## src/rtl/tone_sequencer.sv

```systemverilog
// Note-list player: queues {half-period, duration} entries and drives a square-wave
// tone generator, holding each note for its duration followed by a fixed silent gap.
module tone_sequencer #(
    parameter int DEPTH    = 8,
    parameter int TICK_DIV = 50000,
    parameter int GAP_MS   = 10
) (
    input  logic                     clk50,
    input  logic                     rst,
    input  logic                     wr_en,
    input  logic [31:0]              wr_fr,
    input  logic [15:0]              wr_dur,
    input  logic                     stop,
    output logic [31:0]              tone_fr,
    output logic                     tone_en,
    output logic                     busy,
    output logic                     full,
    output logic [$clog2(DEPTH):0]   count,
    output logic                     done,
    output logic                     overflow,
    output logic [1:0]               state_dbg
);

    localparam int AW = $clog2(DEPTH);
    localparam int CW = AW + 1;
    localparam int TW = (TICK_DIV > 1) ? $clog2(TICK_DIV) : 1;
    localparam logic [TW-1:0] TICK_LAST = TW'(TICK_DIV - 1);
    localparam logic [15:0]   GAP_UNITS = 16'(GAP_MS);
    localparam logic [CW-1:0] DEPTH_C   = CW'(DEPTH);

    typedef enum logic [1:0] {
        IDLE = 2'd0,
        LOAD = 2'd1,
        PLAY = 2'd2,
        GAP  = 2'd3
    } state_t;

    state_t          state;
    logic [47:0]     mem [DEPTH];
    logic [AW-1:0]   wr_ptr;
    logic [AW-1:0]   rd_ptr;
    logic            pop;
    logic            wr_accept;
    logic            wr_reject;
    logic [CW-1:0]   count_nxt;
    logic [31:0]     head_fr;
    logic [15:0]     head_dur;
    logic [TW-1:0]   tick;
    logic [15:0]     units;

    // Handshake: the FIFO has no ready output; a write is taken when wr_en is high,
    // stop is low and there is room, counting the slot freed by a same-cycle LOAD pop.
    assign pop       = (state == LOAD);
    assign wr_accept = wr_en && !stop && ((count != DEPTH_C) || pop);
    assign wr_reject = wr_en && !stop && !wr_accept;
    assign {head_fr, head_dur} = mem[rd_ptr];
    assign state_dbg = state;

    always_comb begin
        count_nxt = count;
        if (stop) begin
            count_nxt = '0;
        end else if (wr_accept && !pop) begin
            count_nxt = count + 1'b1;
        end else if (!wr_accept && pop) begin
            count_nxt = count - 1'b1;
        end
    end

    always_ff @(posedge clk50) begin
        if (!rst && wr_accept) begin
            mem[wr_ptr] <= {wr_fr, wr_dur};
        end
    end

    always_ff @(posedge clk50) begin
        if (rst) begin
            wr_ptr   <= '0;
            rd_ptr   <= '0;
            count    <= '0;
            full     <= 1'b0;
            overflow <= 1'b0;
        end else begin
            count <= count_nxt;
            full  <= (count_nxt == DEPTH_C);
            if (stop) begin
                wr_ptr   <= '0;
                rd_ptr   <= '0;
                overflow <= 1'b0;
            end else begin
                if (wr_accept) begin
                    wr_ptr <= wr_ptr + 1'b1;
                end
                if (pop) begin
                    rd_ptr <= rd_ptr + 1'b1;
                end
                if (wr_reject) begin
                    overflow <= 1'b1;
                end
            end
        end
    end

    // Outputs are set on the transition into each state so they line up with it.
    always_ff @(posedge clk50) begin
        if (rst || stop) begin
            state   <= IDLE;
            tone_fr <= '0;
            tone_en <= 1'b0;
            done    <= 1'b0;
            busy    <= 1'b0;
            tick    <= '0;
            units   <= '0;
        end else begin
            done <= 1'b0;
            case (state)
                IDLE: begin
                    if (count != '0) begin
                        state <= LOAD;
                        busy  <= 1'b1;
                    end else begin
                        busy  <= (count_nxt != '0);
                    end
                end
                LOAD: begin
                    if (head_dur == 16'd0) begin
                        if (count > CW'(1)) begin
                            state <= LOAD;
                            busy  <= 1'b1;
                        end else begin
                            state <= IDLE;
                            done  <= 1'b1;
                            busy  <= (count_nxt != '0);
                        end
                    end else begin
                        state   <= PLAY;
                        tone_fr <= head_fr;
                        tone_en <= (head_fr != 32'd0);
                        tick    <= '0;
                        units   <= head_dur;
                        busy    <= 1'b1;
                    end
                end
                PLAY: begin
                    busy <= 1'b1;
                    if (tick == TICK_LAST) begin
                        tick <= '0;
                        if (units == 16'd1) begin
                            state   <= GAP;
                            tone_en <= 1'b0;
                            units   <= GAP_UNITS;
                        end else begin
                            units <= units - 1'b1;
                        end
                    end else begin
                        tick <= tick + 1'b1;
                    end
                end
                GAP: begin
                    if (tick == TICK_LAST) begin
                        tick <= '0;
                        if (units == 16'd1) begin
                            if (count != '0) begin
                                state <= LOAD;
                                busy  <= 1'b1;
                            end else begin
                                state <= IDLE;
                                done  <= 1'b1;
                                busy  <= (count_nxt != '0);
                            end
                        end else begin
                            units <= units - 1'b1;
                            busy  <= 1'b1;
                        end
                    end else begin
                        tick <= tick + 1'b1;
                        busy <= 1'b1;
                    end
                end
                default: begin
                    state <= IDLE;
                    busy  <= (count_nxt != '0);
                end
            endcase
        end
    end

endmodule

```

## config.mk

```make
export PLATFORM = sky130hd
export DESIGN_NAME = tone_sequencer
export DESIGN_NICKNAME = d
export VERILOG_FILES = /design/src/rtl/tone_sequencer.sv
export SDC_FILE = /design/constraint.sdc
export NUM_CORES = 1
export LEC_CHECK = 0
export BUFFER_PORTS_ARGS = -buffer_cell sky130_fd_sc_hd__buf_2
export CORE_ASPECT_RATIO = 1.75
export CORE_MARGIN = 3
export CORE_UTILIZATION = 41
export DETAILED_ROUTE_END_ITERATION = 10
export REMOVE_ABC_BUFFERS = 1
export SYNTH_ARGS = -nofsm -noshare
export SYNTH_HDL_FRONTEND = slang
export SYNTH_SLANG_ARGS = --single-unit
```

## constraint.sdc

```tcl
create_clock -name clk50 -period 9.6 [get_ports clk50]
set_input_delay 0.48 -clock clk50 [delete_from_list [all_inputs] [get_ports clk50]]
set_output_delay 0.48 -clock clk50 [all_outputs]
set_load 0.02 [all_outputs]
```

# Yosys cells after proc, flatten, opt, wreduce, memory -nomap -nowiden
# Memories as Yosys holds them, arrays and structs flattened. A register that Yosys moved wholly into a read port is not among the register bits.
# Index checks and enable logic that the tools add are counted.
dict set report totals {
  register_bits 81
  ram_bits 384
  elab_cells 103
  mem_count 1
}
dict set report op_classes {
  add_sub_neg 6
  magnitude_cmp 1
  n_eq_ne 14
  muxes 41
  bitwise_logic 1
  n_reduce_logical 27
}
# name words word_bits rd rd_clocked_by_memory_dff write_ports line
set mem_list {}
lappend mem_list {mem 8 48 1 1 1 39} ;# logic [47:0] mem [DEPTH];
# op n
set op_table {}
lappend op_table {{16-bit 2-to-1 mux} 7}
lappend op_table {{16-bit one-hot mux with 3 select lines} 1}
lappend op_table {{16-bit one-hot mux with 2 select lines} 1}
lappend op_table {{32-bit nonzero test} 1}
lappend op_table {{1-bit 2-to-1 mux} 17}
lappend op_table {{16-bit by 1-bit adder with 16-bit output, second input constant} 1}
lappend op_table {{16-bit by 1-bit == test with 1-bit output, second input constant} 1}
lappend op_table {{16-bit == test, second input constant} 1}
lappend op_table {{16-bit logical NOT} 1}
lappend op_table {{16-bit by 1-bit subtractor with 16-bit output, second input constant} 1}
lappend op_table {{2-bit != test, second input constant} 7}
lappend op_table {{2-bit 2-to-1 mux} 6}
lappend op_table {{4-bit 2-to-1 mux} 3}
lappend op_table {{5-bit AND reduction} 2}
lappend op_table {{2-bit one-hot mux with 4 select lines} 1}
lappend op_table {{4-bit nonzero test} 2}
lappend op_table {{3-bit by 1-bit adder with 3-bit output, second input constant} 2}
lappend op_table {{1-bit logical AND} 6}
lappend op_table {{3-bit 2-to-1 mux} 2}
lappend op_table {{4-bit by 1-bit adder with 4-bit output, second input constant} 1}
lappend op_table {{2-bit == test, second input constant} 2}
lappend op_table {{4-bit == test, second input constant} 1}
lappend op_table {{4-bit by 1-bit > comparator with 1-bit output, second input constant} 1}
lappend op_table {{1-bit logical NOT} 4}
lappend op_table {{other kinds (13)} 18}

# Longest topological paths before layout
dict set report logic_depth {
  ltp_word 13
  ltp_mapped 12
  mapped_depth_nobuf 9
}

# Worst setup path after synthesis
# Ideal clock, no wire load.
dict set report synth_timing {
  kind {register to register}
  start {reg state[0] (netlist: state_dbg[0])}
  end {mem mem[4][0] (enable)}
  setup_time_ns 0.573
  arrival_ns 6.192
  slack_ns 2.835
  stages_incl_launch_ff 7
  path_buffers 2
  period_less_slack_ns 6.765
  path_cell_list {dfxtp_1 clkbuf_1 nor2b_1 clkbuf_1 o31a_1 nand2_1 nor4_1}
}
dict set report synth_between {
  elab_chain_cells 6
}
# element line
set synth_rtl {}
lappend synth_rtl {{start: declaration} 38} ;# state_t state;
lappend synth_rtl {{start signal: assignment} 107} ;# state <= IDLE;
lappend synth_rtl {{start signal: assignment} 119} ;# state <= LOAD;
lappend synth_rtl {{start signal: assignment} 128} ;# state <= LOAD;
lappend synth_rtl {{2-bit by 1-bit == test with 1-bit output} 53} ;# assign pop = (state == LOAD);
lappend synth_rtl {{1-bit logical OR} 54} ;# assign wr_accept = wr_en && !stop && ((count != DEPTH_C) || pop);
lappend synth_rtl {{1-bit logical AND} 54}
lappend synth_rtl {{1-bit logical AND} 71} ;# if (!rst && wr_accept) begin
lappend synth_rtl {{1-bit 2-to-1 mux} 71}
lappend synth_rtl {{1-bit 2-to-1 mux (implied by the code)} 72} ;# mem[wr_ptr] <= {wr_fr, wr_dur};
lappend synth_rtl {{end: declaration} 39}
# Every way passes these cells.

==> impl_metrics.yaml <==
sta:
  finalSetupViolCount: 0
  rsz0062_at_grt: "no"
  min_period_ns: 4.30
  drv_slew: 0
  fin_skew_ns: 0.0202
  hold_viol: 0
  fmax_ghz: 0.233
  fin_setup_tns_ns: 0
  holdWs_ns: 0.181
  post-route-worst-setup-slack_ns: 5.30
  timing.final.crit_share_pct: 44.8
  slew_headroom_pct: 13.5
  tightest_slew_ns: 1.29
worst_setup_path:
  crit_slowest_cell: "dfxtp_4"
  worst_ep_required_time_ns: 9.99
  path_max_fanout: 55
  crit_top_cell: "buf_4"
  endpoint_kind: "flip-flop"
  critical_path_class: "flip-flop to flip-flop"
  crit_arrival_ns: 4.69
  path_buf_inv: 2
  cp_cell_sequence: "buf_4, buf_4, mux2i_1, a22o_1, a221oi_1, nor4_1, nand4_1, nor3_1, a211oi_1"
  cp_top_family: "buffers and inverters"
  start_kind: "flip-flop"
  critical-path-max-stage-delay_ns: 0.87
power_and_ir_drop:
  power.share.clock_pct: 43.9
  p_sw_mw: 0.837
  power.density_mw_per_mm2: 195
  total_power_mw: 4.17
  seq_power_share_pct: 53.1
  combPwrFrac_pct: 3.1
  max-vdd-ir-drop_mv: 0.134
  p_int_mw: 3.33
  p_leak_nw: 6.73
  swShare_pct: 20.1
floorplan:
  chipHeight_um: 288
  num_rows: 102
  coreArea_mm2: 0.0447
  dieArea_mm2: 0.0483
  initial_core_util_pct: 41.8
  die_w_um: 167
  io_pins: 95
synthesis:
  netlist_top_cells_count: "384 x edfxtp_1, 135 x mux2i_1, 111 x nand2_1"
  synth-warning-count: 0
  synth_flop_cell: "edfxtp_1"
  synth_xor_area_share_pct: 0.422
  yosys.area.top_type: "edfxtp_1"
  synth-seq-area-share_pct: 70.7
  async_flop_share_pct: 0
  synth.top_cell.area_share_pct: 61.7
  synthCells: 1215
  synth.distinct_cells: 67
  yosys-mux-area-fraction_pct: 11.9
  synthSimpleGateAreaFrac_pct: 6.80
  ys_ff_latch: 468
  synth_top_family_by_area: "multiplexers"
  synth_compound_area_share_pct: 7.73
  synth-edff-count: 384
  synth_fa_ha_area_share_pct: 0.603
  yosysMostFrequentCell: "edfxtp_1"
  synth_area_leaders: "edfxtp_1 62%, dfxtp_1 9.0%, mux2i_1 7.2%, mux4_2 3.9%, nand2_1 2.2%"
  syn_area_per_cell_um2: 15.4
  synth_area_mm2: 0.0187
cells_and_area:
  area_delta_synth_final_pct: 14.3
  drive_gt1_share_pct: 19.0
  final_nets: 1369
hold_path:
  min-delay-path-class: "input port to flip-flop"
route:
  drt-initial-drc-count: 692
  drt-vias-per-instance: 5.61
  num_vias: 10749
  avgRoutedWirePerCell_um: 22.3
  route.detailed.drc: 0
  ant_nets: 0
  dr.pass1.iters: 7
  routed_wl_mm: 42.8
global_route:
  grt_pass1_vias: 11086
  grt_antenna_before_repair: 7
  grt_overflow: 0
  grt_max_degree: 71
  grt_pass1_wl_mm: 65.6
  grtUsageTotal_pct: 17.6
clock_network:
  clk_pin_slew_ns: 0.07
  clock-root-buffer: "clkbuf_16"
  htree_num_levels: 2
  cts_buffers: 42
  post_cts_buffers: 0
  clk_latency_ns: 0.56
  holdBufCountCts: 0
  cts_resized: 0
  cts.sinks: 468
  cts_tree: "yes"
  clockBufferDepth: 3
outcome:
  status: "completed"
place:
  port_buffers: 94
  globalplace.congestion: 0.887
  detailedPlace.worstSlack_ns: 5.22
  post-dp-hpwl_mm: 24.9
flow_run:
  drv_cap: 0
-- worst paths after layout --
path                            slack [ns]  cells after the start               startpoint                      end
worst max-delay path                  5.30                      9                flip-flop     tone_en$_SDFFE_PP0P_
worst min-delay path                  0.18                      2                     stop      count[2]$_SDFF_PP0_
worst max register to register        5.30                      9                flip-flop     tone_en$_SDFFE_PP0P_
worst min register to register        0.45                      2  tone_fr[3]$_SDFFE_PP0P_  tone_fr[3]$_SDFFE_PP0P_
-- power groups by stage --
stage          Clock (mW)  Sequential, mW  Combinational [mW]
2_1_floorplan           0            2.26              0.0615
3_3_place_gp            0            2.26               0.126
3_5_place_dp            0            2.26               0.129
4_1_cts              1.86            2.21               0.129
5_1_grt              1.95            2.21               0.140
6_report             1.83            2.21               0.127
-- worst reg2reg max path: stages (launching register included) --
cell and delay [ns]:
dfxtp_4 0.87, buf_4 0.80, buf_4 0.86, mux2i_1 0.28, a22o_1 0.16, a221oi_1 0.06
nor4_1 0.64, nand4_1 0.16, nor3_1 0.24, a211oi_1 0.07
-- per-layer routing --
| layer | wire length [um] | track usage [%] |
|---|---|---|
| met1 | 16300 | 20.0 |
| met3 | 1820 | 2.86 |
| met2 | 23400 | 33.5 |
| met4 | 1270 | 5.79 |
| met5 | 27 | 0 |
-- stage by stage --
step                util (%)  area, um^2  instances
finish                  47.8       21300       1916
global route            47.8       21300       1913
CTS                     47.8       21300       1912
detailed placement      44.4       19800       1836
global placement        44.4       19800       1836
floorplan                  -       18400       1146
-- cells by family after synthesis --
| group | count (synthesis) |
|---|---|
| buf+inv | 78 |
| compound gates | 200 |
| simple gates | 271 |
| flops | 468 |
| xor+xnor | 9 |
| fa+ha+maj | 9 |
| mux | 180 |
-- sequential cells by signal, summed over array words and instances (netlist names), named ones only --
name       count
state_dbg      1
count          4
overflow       1
tone_fr       32
units         16
done           1
mem          384
rd_ptr         3
tick          16
busy           1
full           1
wr_ptr         3
tone_en        1
-- cell usage in the layout, fill, tap and decap left out, types with 5 or more instances in the layout --
master	instances
a211oi_1	6
a21oi_1	49
a221oi_1	45
a22o_1	32
a31oi_1	10
buf_2	94
buf_4	24
bufinv_16	9
clkbuf_16	43
clkinv_2	10
dfxtp_1	82
edfxtp_1	384
ha_1	9
inv_1	8
mux2_2	12
mux2i_1	135
mux4_2	32
nand2_1	111
nand3_1	12
nand4_1	5
nor2_1	56
nor3_1	17
nor4_1	21
o21ai_0	18
o31ai_1	8
xnor2_1	6
-- area by class of cell --
type | count | area, um^2
tap | 572 | 716
clock inverter | 29 | 412
timing repair buffer | 118 | 651
sequential | 468 | 13200
clock buffer | 47 | 1110
inverter | 9 | 33.8
multi-input combinational | 669 | 5190
fill | 3866 | 23300
antenna | 4 | 10.0
No activity file was read; power rests on OpenSTA's default activity.
